<file path="src/rtl/nosp_ctrl_pkg.sv">
`default_nettype none
// ============================================================================
// nosp_ctrl_pkg : shared types and constants for the non-downsampled flow ctrl
// Revision      : 1.0
// ============================================================================
package nosp_ctrl_pkg;

    typedef enum logic [1:0] {
        ST_WAIT_RST = 2'b00,
        ST_PREFILL  = 2'b01,
        ST_RUN      = 2'b10,
        ST_FLUSH    = 2'b11
    } state_e;

    localparam int              STAT_W   = 16;
    localparam logic [STAT_W-1:0] STAT_MAX = 16'hFFFF;

    // Saturating increment used by the debug statistics counters.
    function automatic logic [STAT_W-1:0] sat_inc(input logic [STAT_W-1:0] v,
                                                  input logic              en);
        return (en && (v != STAT_MAX)) ? v + 1'b1 : v;
    endfunction

endpackage
`default_nettype wire

</file>
<file path="src/rtl/nosp_flow_ctrl_if.sv">
`default_nettype none
// ============================================================================
// nosp_flow_ctrl_if : FIFO flags, enables and debug status of the flow ctrl
// Revision          : 1.0
// ============================================================================
interface nosp_flow_ctrl_if #(
    parameter int CNT_W = 10
);
    import nosp_ctrl_pkg::*;

    logic                run;
    logic                infifo_rst_busy;
    logic                infifo_almst_empty;
    logic [CNT_W-1:0]    infifo_rd_count;
    logic                outfifo_almst_full;
    logic                outfifo_empty;
    logic                dsp_rd_en;
    logic                out_wr_en;
    logic                loop_rst;
    logic                outrd_en;
    logic [1:0]          state;
    logic [STAT_W-1:0]   underrun_cnt;
    logic [STAT_W-1:0]   stall_cnt;

    modport master (
        output run, infifo_rst_busy, infifo_almst_empty, infifo_rd_count,
               outfifo_almst_full, outfifo_empty,
        input  dsp_rd_en, out_wr_en, loop_rst, outrd_en, state,
               underrun_cnt, stall_cnt
    );

    modport slave (
        input  run, infifo_rst_busy, infifo_almst_empty, infifo_rd_count,
               outfifo_almst_full, outfifo_empty,
        output dsp_rd_en, out_wr_en, loop_rst, outrd_en, state,
               underrun_cnt, stall_cnt
    );

endinterface
`default_nettype wire

</file>
<file path="src/rtl/nosp_flow_ctrl_valid_dly.sv">
`default_nettype none
// ============================================================================
// valid_dly : PIPE_LAT-deep 1-bit shift register with synchronous clear
// Revision  : 1.0
// ============================================================================
module valid_dly #(
    parameter int PIPE_LAT = 4
) (
    input  wire logic clk,
    input  wire logic clr_i,
    input  wire logic d_i,
    output logic      q_o
);

    logic [PIPE_LAT-1:0] sr_q;

    generate
        if (PIPE_LAT == 1) begin : g_single
            always_ff @(posedge clk) begin
                if (clr_i) sr_q <= '0;
                else       sr_q <= d_i;
            end
        end else begin : g_chain
            always_ff @(posedge clk) begin
                if (clr_i) sr_q <= '0;
                else       sr_q <= {sr_q[PIPE_LAT-2:0], d_i};
            end
        end
    endgenerate

    assign q_o = sr_q[PIPE_LAT-1];

endmodule
`default_nettype wire

</file>
<file path="src/rtl/nosp_flow_ctrl.sv">
`default_nettype none
// ============================================================================
// nosp_flow_ctrl : sequences in-FIFO -> Costas loop -> out-FIFO -> DAC
// Revision       : 1.0
// ============================================================================
module nosp_flow_ctrl
    import nosp_ctrl_pkg::*;
#(
    parameter int CNT_W        = 10,
    parameter int PREFILL      = 256,
    parameter int PIPE_LAT     = 4,
    parameter int OUT_DIV      = 1,
    parameter int LOOP_RST_CYC = 16
) (
    input  wire logic       clk,
    input  wire logic       rst,
    nosp_flow_ctrl_if.slave bus
);

    localparam logic [CNT_W-1:0] c_prefill_lvl = CNT_W'(PREFILL);
    localparam logic [7:0]       c_hold_max    = 8'(LOOP_RST_CYC);
    localparam logic [7:0]       c_div_last    = 8'(OUT_DIV - 1);
    localparam logic [3:0]       c_flush_last  = 4'(PIPE_LAT - 1);

    state_e            state_q;
    logic [7:0]        hold_cnt_q;
    logic [3:0]        flush_cnt_q;
    logic [7:0]        div_cnt_q;
    logic              dsp_rd_en_q;
    logic              loop_rst_q;
    logic              out_started_q;
    logic              outrd_en_q;
    logic [STAT_W-1:0] underrun_q;
    logic [STAT_W-1:0] stall_q;
    logic              out_wr_en_w;
    logic              tick_w;
    logic              flush_done_w;
    logic              stop_w;

    assign tick_w       = (div_cnt_q == c_div_last);
    assign flush_done_w = (state_q == ST_FLUSH) && (flush_cnt_q == c_flush_last);
    assign stop_w       = !bus.run || bus.infifo_rst_busy;

    // Outputs are registered from the next state, so loop_rst tracks state.
    always_ff @(posedge clk) begin
        if (rst) begin
            state_q     <= ST_WAIT_RST;
            hold_cnt_q  <= '0;
            flush_cnt_q <= '0;
            dsp_rd_en_q <= 1'b0;
            loop_rst_q  <= 1'b1;
        end else begin
            dsp_rd_en_q <= 1'b0;
            case (state_q)
                ST_WAIT_RST: begin
                    loop_rst_q <= 1'b1;
                    if (hold_cnt_q != c_hold_max) begin
                        hold_cnt_q <= hold_cnt_q + 8'd1;
                    end else if (!stop_w) begin
                        state_q    <= ST_PREFILL;
                        loop_rst_q <= 1'b0;
                    end
                end
                ST_PREFILL: begin
                    if (stop_w) begin
                        state_q    <= ST_WAIT_RST;
                        loop_rst_q <= 1'b1;
                        hold_cnt_q <= '0;
                    end else if (bus.infifo_rd_count >= c_prefill_lvl) begin
                        state_q <= ST_RUN;
                    end
                end
                ST_RUN: begin
                    if (stop_w) begin
                        state_q     <= ST_FLUSH;
                        flush_cnt_q <= '0;
                    end else begin
                        dsp_rd_en_q <= !bus.infifo_almst_empty && !bus.outfifo_almst_full;
                    end
                end
                ST_FLUSH: begin
                    if (flush_cnt_q == c_flush_last) begin
                        state_q    <= ST_WAIT_RST;
                        loop_rst_q <= 1'b1;
                        hold_cnt_q <= '0;
                    end else begin
                        flush_cnt_q <= flush_cnt_q + 4'd1;
                    end
                end
                default: state_q <= ST_WAIT_RST;
            endcase
        end
    end

    valid_dly #(
        .PIPE_LAT (PIPE_LAT)
    ) u_valid_dly (
        .clk   (clk),
        .clr_i (rst),
        .d_i   (dsp_rd_en_q),
        .q_o   (out_wr_en_w)
    );

    always_ff @(posedge clk) begin
        if (rst) begin
            div_cnt_q     <= '0;
            out_started_q <= 1'b0;
            outrd_en_q    <= 1'b0;
            underrun_q    <= '0;
            stall_q       <= '0;
        end else begin
            div_cnt_q <= tick_w ? 8'd0 : div_cnt_q + 8'd1;
            // Flush exit wins over the final in-flight write landing.
            if (flush_done_w)     out_started_q <= 1'b0;
            else if (out_wr_en_w) out_started_q <= 1'b1;
            outrd_en_q <= tick_w && out_started_q && !bus.outfifo_empty;
            underrun_q <= sat_inc(underrun_q, tick_w && out_started_q && bus.outfifo_empty);
            stall_q    <= sat_inc(stall_q, (state_q == ST_RUN) && bus.outfifo_almst_full);
        end
    end

    assign bus.dsp_rd_en    = dsp_rd_en_q;
    assign bus.out_wr_en    = out_wr_en_w;
    assign bus.loop_rst     = loop_rst_q;
    assign bus.outrd_en     = outrd_en_q;
    assign bus.state        = state_q;
    assign bus.underrun_cnt = underrun_q;
    assign bus.stall_cnt    = stall_q;

endmodule
`default_nettype wire
</file>
<file path="src/flat_wrapper.sv">
// flat-port wrapper written by rule: the top's interface ports become plain ports
module nosp_flow_ctrl_flat import nosp_ctrl_pkg::*;
#(
    parameter int CNT_W        = 10,
    parameter int PREFILL      = 256,
    parameter int PIPE_LAT     = 4,
    parameter int OUT_DIV      = 1,
    parameter int LOOP_RST_CYC = 16
)
  (clk, rst, bus_run, bus_infifo_rst_busy, bus_infifo_almst_empty, bus_infifo_rd_count, bus_outfifo_almst_full, bus_outfifo_empty, bus_dsp_rd_en, bus_out_wr_en, bus_loop_rst, bus_outrd_en, bus_state, bus_underrun_cnt, bus_stall_cnt);
  nosp_flow_ctrl_if #(.CNT_W(CNT_W)) bus_i ();
  input  wire logic clk;
  input  wire logic rst;
  input wire logic [$bits(bus_i.run)-1:0] bus_run;
  input wire logic [$bits(bus_i.infifo_rst_busy)-1:0] bus_infifo_rst_busy;
  input wire logic [$bits(bus_i.infifo_almst_empty)-1:0] bus_infifo_almst_empty;
  input wire logic [$bits(bus_i.infifo_rd_count)-1:0] bus_infifo_rd_count;
  input wire logic [$bits(bus_i.outfifo_almst_full)-1:0] bus_outfifo_almst_full;
  input wire logic [$bits(bus_i.outfifo_empty)-1:0] bus_outfifo_empty;
  output wire logic [$bits(bus_i.dsp_rd_en)-1:0] bus_dsp_rd_en;
  output wire logic [$bits(bus_i.out_wr_en)-1:0] bus_out_wr_en;
  output wire logic [$bits(bus_i.loop_rst)-1:0] bus_loop_rst;
  output wire logic [$bits(bus_i.outrd_en)-1:0] bus_outrd_en;
  output wire logic [$bits(bus_i.state)-1:0] bus_state;
  output wire logic [$bits(bus_i.underrun_cnt)-1:0] bus_underrun_cnt;
  output wire logic [$bits(bus_i.stall_cnt)-1:0] bus_stall_cnt;
  assign bus_i.run = bus_run;
  assign bus_i.infifo_rst_busy = bus_infifo_rst_busy;
  assign bus_i.infifo_almst_empty = bus_infifo_almst_empty;
  assign bus_i.infifo_rd_count = bus_infifo_rd_count;
  assign bus_i.outfifo_almst_full = bus_outfifo_almst_full;
  assign bus_i.outfifo_empty = bus_outfifo_empty;
  assign bus_dsp_rd_en = bus_i.dsp_rd_en;
  assign bus_out_wr_en = bus_i.out_wr_en;
  assign bus_loop_rst = bus_i.loop_rst;
  assign bus_outrd_en = bus_i.outrd_en;
  assign bus_state = bus_i.state;
  assign bus_underrun_cnt = bus_i.underrun_cnt;
  assign bus_stall_cnt = bus_i.stall_cnt;
  nosp_flow_ctrl #(.CNT_W(CNT_W), .PREFILL(PREFILL), .PIPE_LAT(PIPE_LAT), .OUT_DIV(OUT_DIV), .LOOP_RST_CYC(LOOP_RST_CYC)) u_core (.clk(clk), .rst(rst), .bus(bus_i));
endmodule
</file>
<file path="config.mk">
export PLATFORM = sky130hd
export DESIGN_NAME = nosp_flow_ctrl_flat
export DESIGN_NICKNAME = d
export VERILOG_FILES = /design/src/rtl/nosp_ctrl_pkg.sv /design/src/rtl/nosp_flow_ctrl_if.sv /design/src/rtl/nosp_flow_ctrl_valid_dly.sv /design/src/rtl/nosp_flow_ctrl.sv /design/src/flat_wrapper.sv
export SDC_FILE = /design/constraint.sdc
export NUM_CORES = 1
export LEC_CHECK = 0
export CAP_MARGIN = 30
export CORE_MARGIN = 3
export CORE_UTILIZATION = 57
export CTS_BUF_LIST = sky130_fd_sc_hd__clkbuf_8
export CTS_CLUSTER_DIAMETER = 200
export DETAILED_ROUTE_END_ITERATION = 10
export HOLD_SLACK_MARGIN = 0.15
export PLACE_DENSITY_LB_ADDON = 0.12
export SLEW_MARGIN = 15
export SYNTH_ARGS = -nofsm -noshare
export SYNTH_HDL_FRONTEND = slang
export SYNTH_SLANG_ARGS = --single-unit
</file>
<file path="constraint.sdc">
create_clock -name clk -period 5.9 [get_ports clk]
set_input_delay 0.59 -clock clk [delete_from_list [all_inputs] [get_ports clk]]
set_output_delay 0.59 -clock clk [all_outputs]
set_load 0.02 [all_outputs]
</file>
==> flow_summary.yaml <==
synthesis:
  ys_seq_elements: 62
  synthDistinctLibCells: 43
  yosys-top-cells-area: "dfxtp_1, nor2_1, xor2_1, nand3_1, a21oi_1"
  synth-seq-area-share_pct: 41.8
  yosysTopAreaCell: "dfxtp_1"
  netlist_area_um2: 2970
  synthTopCellsByCount: "dfxtp_1, nor2_1, nand3_1, nand2_1"
  synth_top_cell_area_share_pct: 41.8
  async_reset_ff_share_pct: 0
  syn_avg_cell_area_um2: 8.50
  syn_inst: 349
  yosys_warnings: 0
  synth-edff-count: 0
  synthFlopType: "dfxtp_1"
  yosysMostFrequentCell: "dfxtp_1"
  postSynthNetCount: 373
global_route:
  grt_pass1_vias: 2415
  gr-usage-all-layers_pct: 22.0
  grt_overflow: 0
  grt_max_degree: 53
  antenna_found_initial: 0
  grt_pass1_wl_um: 10800
worst_setup_path:
  reg2reg_depth: 7
  crit_slowest_cell: "or3_1"
  required_ns: 6.12
  cp.depth: 7
  critPathCaptureType: "register"
  regToRegStartpoint: "u_core.div_cnt_q[0]$_SDFF_PP0_"
  crit_type: "register to register"
  reg2reg_to: "u_core.bus.underrun_cnt[6]$_SDFFE_PP0P_"
  r2r_slack_ns: 3.36
  crit_end: "u_core.bus.underrun_cnt[6]$_SDFFE_PP0P_"
  start_kind: "register"
  max_stage_delay_ns: 0.49
  critPathMaxFanout: 6
  crit_buf_inv: 1
  critPathTopFamily: "simple AND/OR/NAND/NOR gates"
  crit_chain: "inv_1 > ha_1 > or4b_4 > or3_1 > nor3b_4 > nor2b_1 > mux2_1"
  crit_start: "u_core.div_cnt_q[0]$_SDFF_PP0_"
  cp.arrival_ns: 2.76
timing:
  tightest_slew_ns: 0.889
  drv_slew: 0
  finalSetupViolCount: 0
  slew_headroom_pct: 40.7
  rsz0062_at_grt: "no"
  skew_ns: 0.00767
  hold_slack_ns: 0.437
  setup_tns_ns: 0
  hold_viol: 0
  fin_crit_ns: 2.54
  finalCritPeriodShare_pct: 43.0
  max_freq_mhz: 394
  setup_ws_ns: 3.36
drt:
  routed_wl_um: 6360
  routed-via-count: 2672
  routed_via_density: 5.75
  dr.first_iter.drc_count: 172
  antenna_left: 0
  wire_per_inst_um: 13.7
  drt-pass1-iter-count: 4
  drc: 0
floorplanning:
  io_pins: 55
  core-area_um2: 4880
  start_util_pct: 60.8
  die_h_um: 78.2
  rows: 25
  die_w_um: 78.2
  die_area_um2: 6110
clock_network:
  cts_setup_buffers: 0
  htreeDepth: 3
  numCtsBuffers: 9
  clkSinkCount: 62
  clk_path_buf_depth: 2
  cts_resized: 0
  clk_pin_slew_ns: 0.06
  cts-root-buf: "clkbuf_8"
  clock_latency_ns: 0.34
  cts_tree: "built"
  cts_hold_buf: 0
cells_and_area:
  fill_cells: 409
  layout-drive-gt1-share_pct: 4.77
  multi_input_comb_area_um2: 1640
  layout-area-overhead-vs-synth_pct: 22.0
  seqCellArea_um2: 1240
  nNetsFinal: 419
  antenna_cells: 0
min_path:
  holdCritPathClass: "register to register"
power_and_ir_drop:
  internal_power_mw: 0.584
  p_leak_nw: 1.22
  clock_power_share_pct: 40.8
  power_frac_comb_pct: 2.7
  powerDensity_nw_per_um2: 206
  p_seq_share_pct: 56.5
  vdd_drop_max_mv: 0.155
  p_sw_share_pct: 21.9
  power.switching_mw: 0.164
status:
  status: "finished, final reports clean"
placement:
  gp_congestion: 0.850
  pre_cts_ws_ns: 3.24
  port_buffers: 46
  hpwlAfterDp_um: 4570
job:
  maxCapViolations: 0
==> power groups by stage <==
stage | clock [mW] | combinational [mW] | sequential (mW)
floorplan | 0 | 0.0121 | 0.431
global placement | 0 | 0.0198 | 0.431
detailed placement | 0 | 0.0201 | 0.432
CTS | 0.312 | 0.0202 | 0.422
global route | 0.328 | 0.0226 | 0.423
finish | 0.305 | 0.0201 | 0.422
==> cell usage in the layout (no fill, tap or decap), drive strengths merged, types with 3 or more instances in the layout <==
cell,Yosys,final
ha,7,7
nand2,22,22
o31ai,6,6
a211oi,6,6
o21ai,10,10
or4,7,7
xnor2,9,9
mux2,5,5
nor3b,4,4
inv,12,14
nor3,6,6
nand3,27,27
nor4,8,8
and4,3,3
clkbuf,8,10
or3,8,8
nand4,12,12
mux2i,3,3
clkdlybuf4s50,0,45
a21oi,19,19
dfxtp,62,62
nor2b,9,9
xor2,19,19
nor2,52,52
==> flip-flops by register name, indices dropped and copies added, names as in the netlist, named ones only <==
name and cells:
u_core.bus.stall_cnt 16, u_core.bus.underrun_cnt 16, u_core.div_cnt_q 8, u_core.hold_cnt_q 8, u_core.flush_cnt_q 4, u_core.u_valid_dly.sr_q 4, u_core.bus.dsp_rd_en 1, u_core.bus.loop_rst 1
u_core.bus.outrd_en 1, u_core.bus.state 1, u_core.out_started_q 1
==> logic make-up after synthesis <==
group                    Yosys count  synth area share [%]
AND/OR/NAND/NOR                  174                  31.4
flip-flops                        62                  41.8
AO/OA/AOI/OAI                     47                  9.70
XOR/XNOR                          28                  8.26
buffers and inverters             23                  2.95
multiplexers                       8                  2.91
adder cells (fa/ha/maj)            7                  2.95
==> cell type report <==
cell class / instances / area share (%)
inverter: 12 / 1.24
sequential: 62 / 34.3
timing repair buffer: 46 / 12.6
clock buffer: 10 / 3.80
multi-input combinational: 264 / 45.3
clock inverter: 4 / 0.484
tap: 67 / 2.32
==> layer usage <==
layer / GRT usage, % / routed length (µm) / up-vias
li1: - / - / 1335
met1: 26.9 / 2790 / 1266
met2: 37.2 / 3150 / 63
met3: 5.50 / 344 / 8
met4: 8.39 / 76 / 0
met5: 0 / 0 / -
==> how the worst min path moves through the flow <==
stage,cells past startpoint,end,slack [ns],from
after floorplan,1,u_core.u_valid_dly.sr_q[1]$_SDFF_PP0_,0.41,u_core.u_valid_dly.sr_q[0]$_SDFF_PP0_
after global placement,1,u_core.u_valid_dly.sr_q[2]$_SDFF_PP0_,0.42,u_core.u_valid_dly.sr_q[1]$_SDFF_PP0_
after detailed placement,1,u_core.u_valid_dly.sr_q[1]$_SDFF_PP0_,0.43,u_core.u_valid_dly.sr_q[0]$_SDFF_PP0_
after CTS,1,u_core.u_valid_dly.sr_q[2]$_SDFF_PP0_,0.44,u_core.u_valid_dly.sr_q[1]$_SDFF_PP0_
after global routing,1,u_core.u_valid_dly.sr_q[2]$_SDFF_PP0_,0.46,u_core.u_valid_dly.sr_q[1]$_SDFF_PP0_
final,1,u_core.u_valid_dly.sr_q[2]$_SDFF_PP0_,0.44,u_core.u_valid_dly.sr_q[1]$_SDFF_PP0_
==> per-stage QoR <==
step | total power [mW] | instances | util, % | cell area [µm²]
after floorplan | 0.443 | 349 | - | 2970
after global placement | 0.451 | 451 | 71.0 | 3460
after detailed placement | 0.452 | 451 | 71.0 | 3460
after CTS | 0.755 | 465 | 74.2 | 3620
after global routing | 0.774 | 465 | 74.2 | 3620
final | 0.747 | 465 | 74.2 | 3620
(Power assumes the default switching activity.)
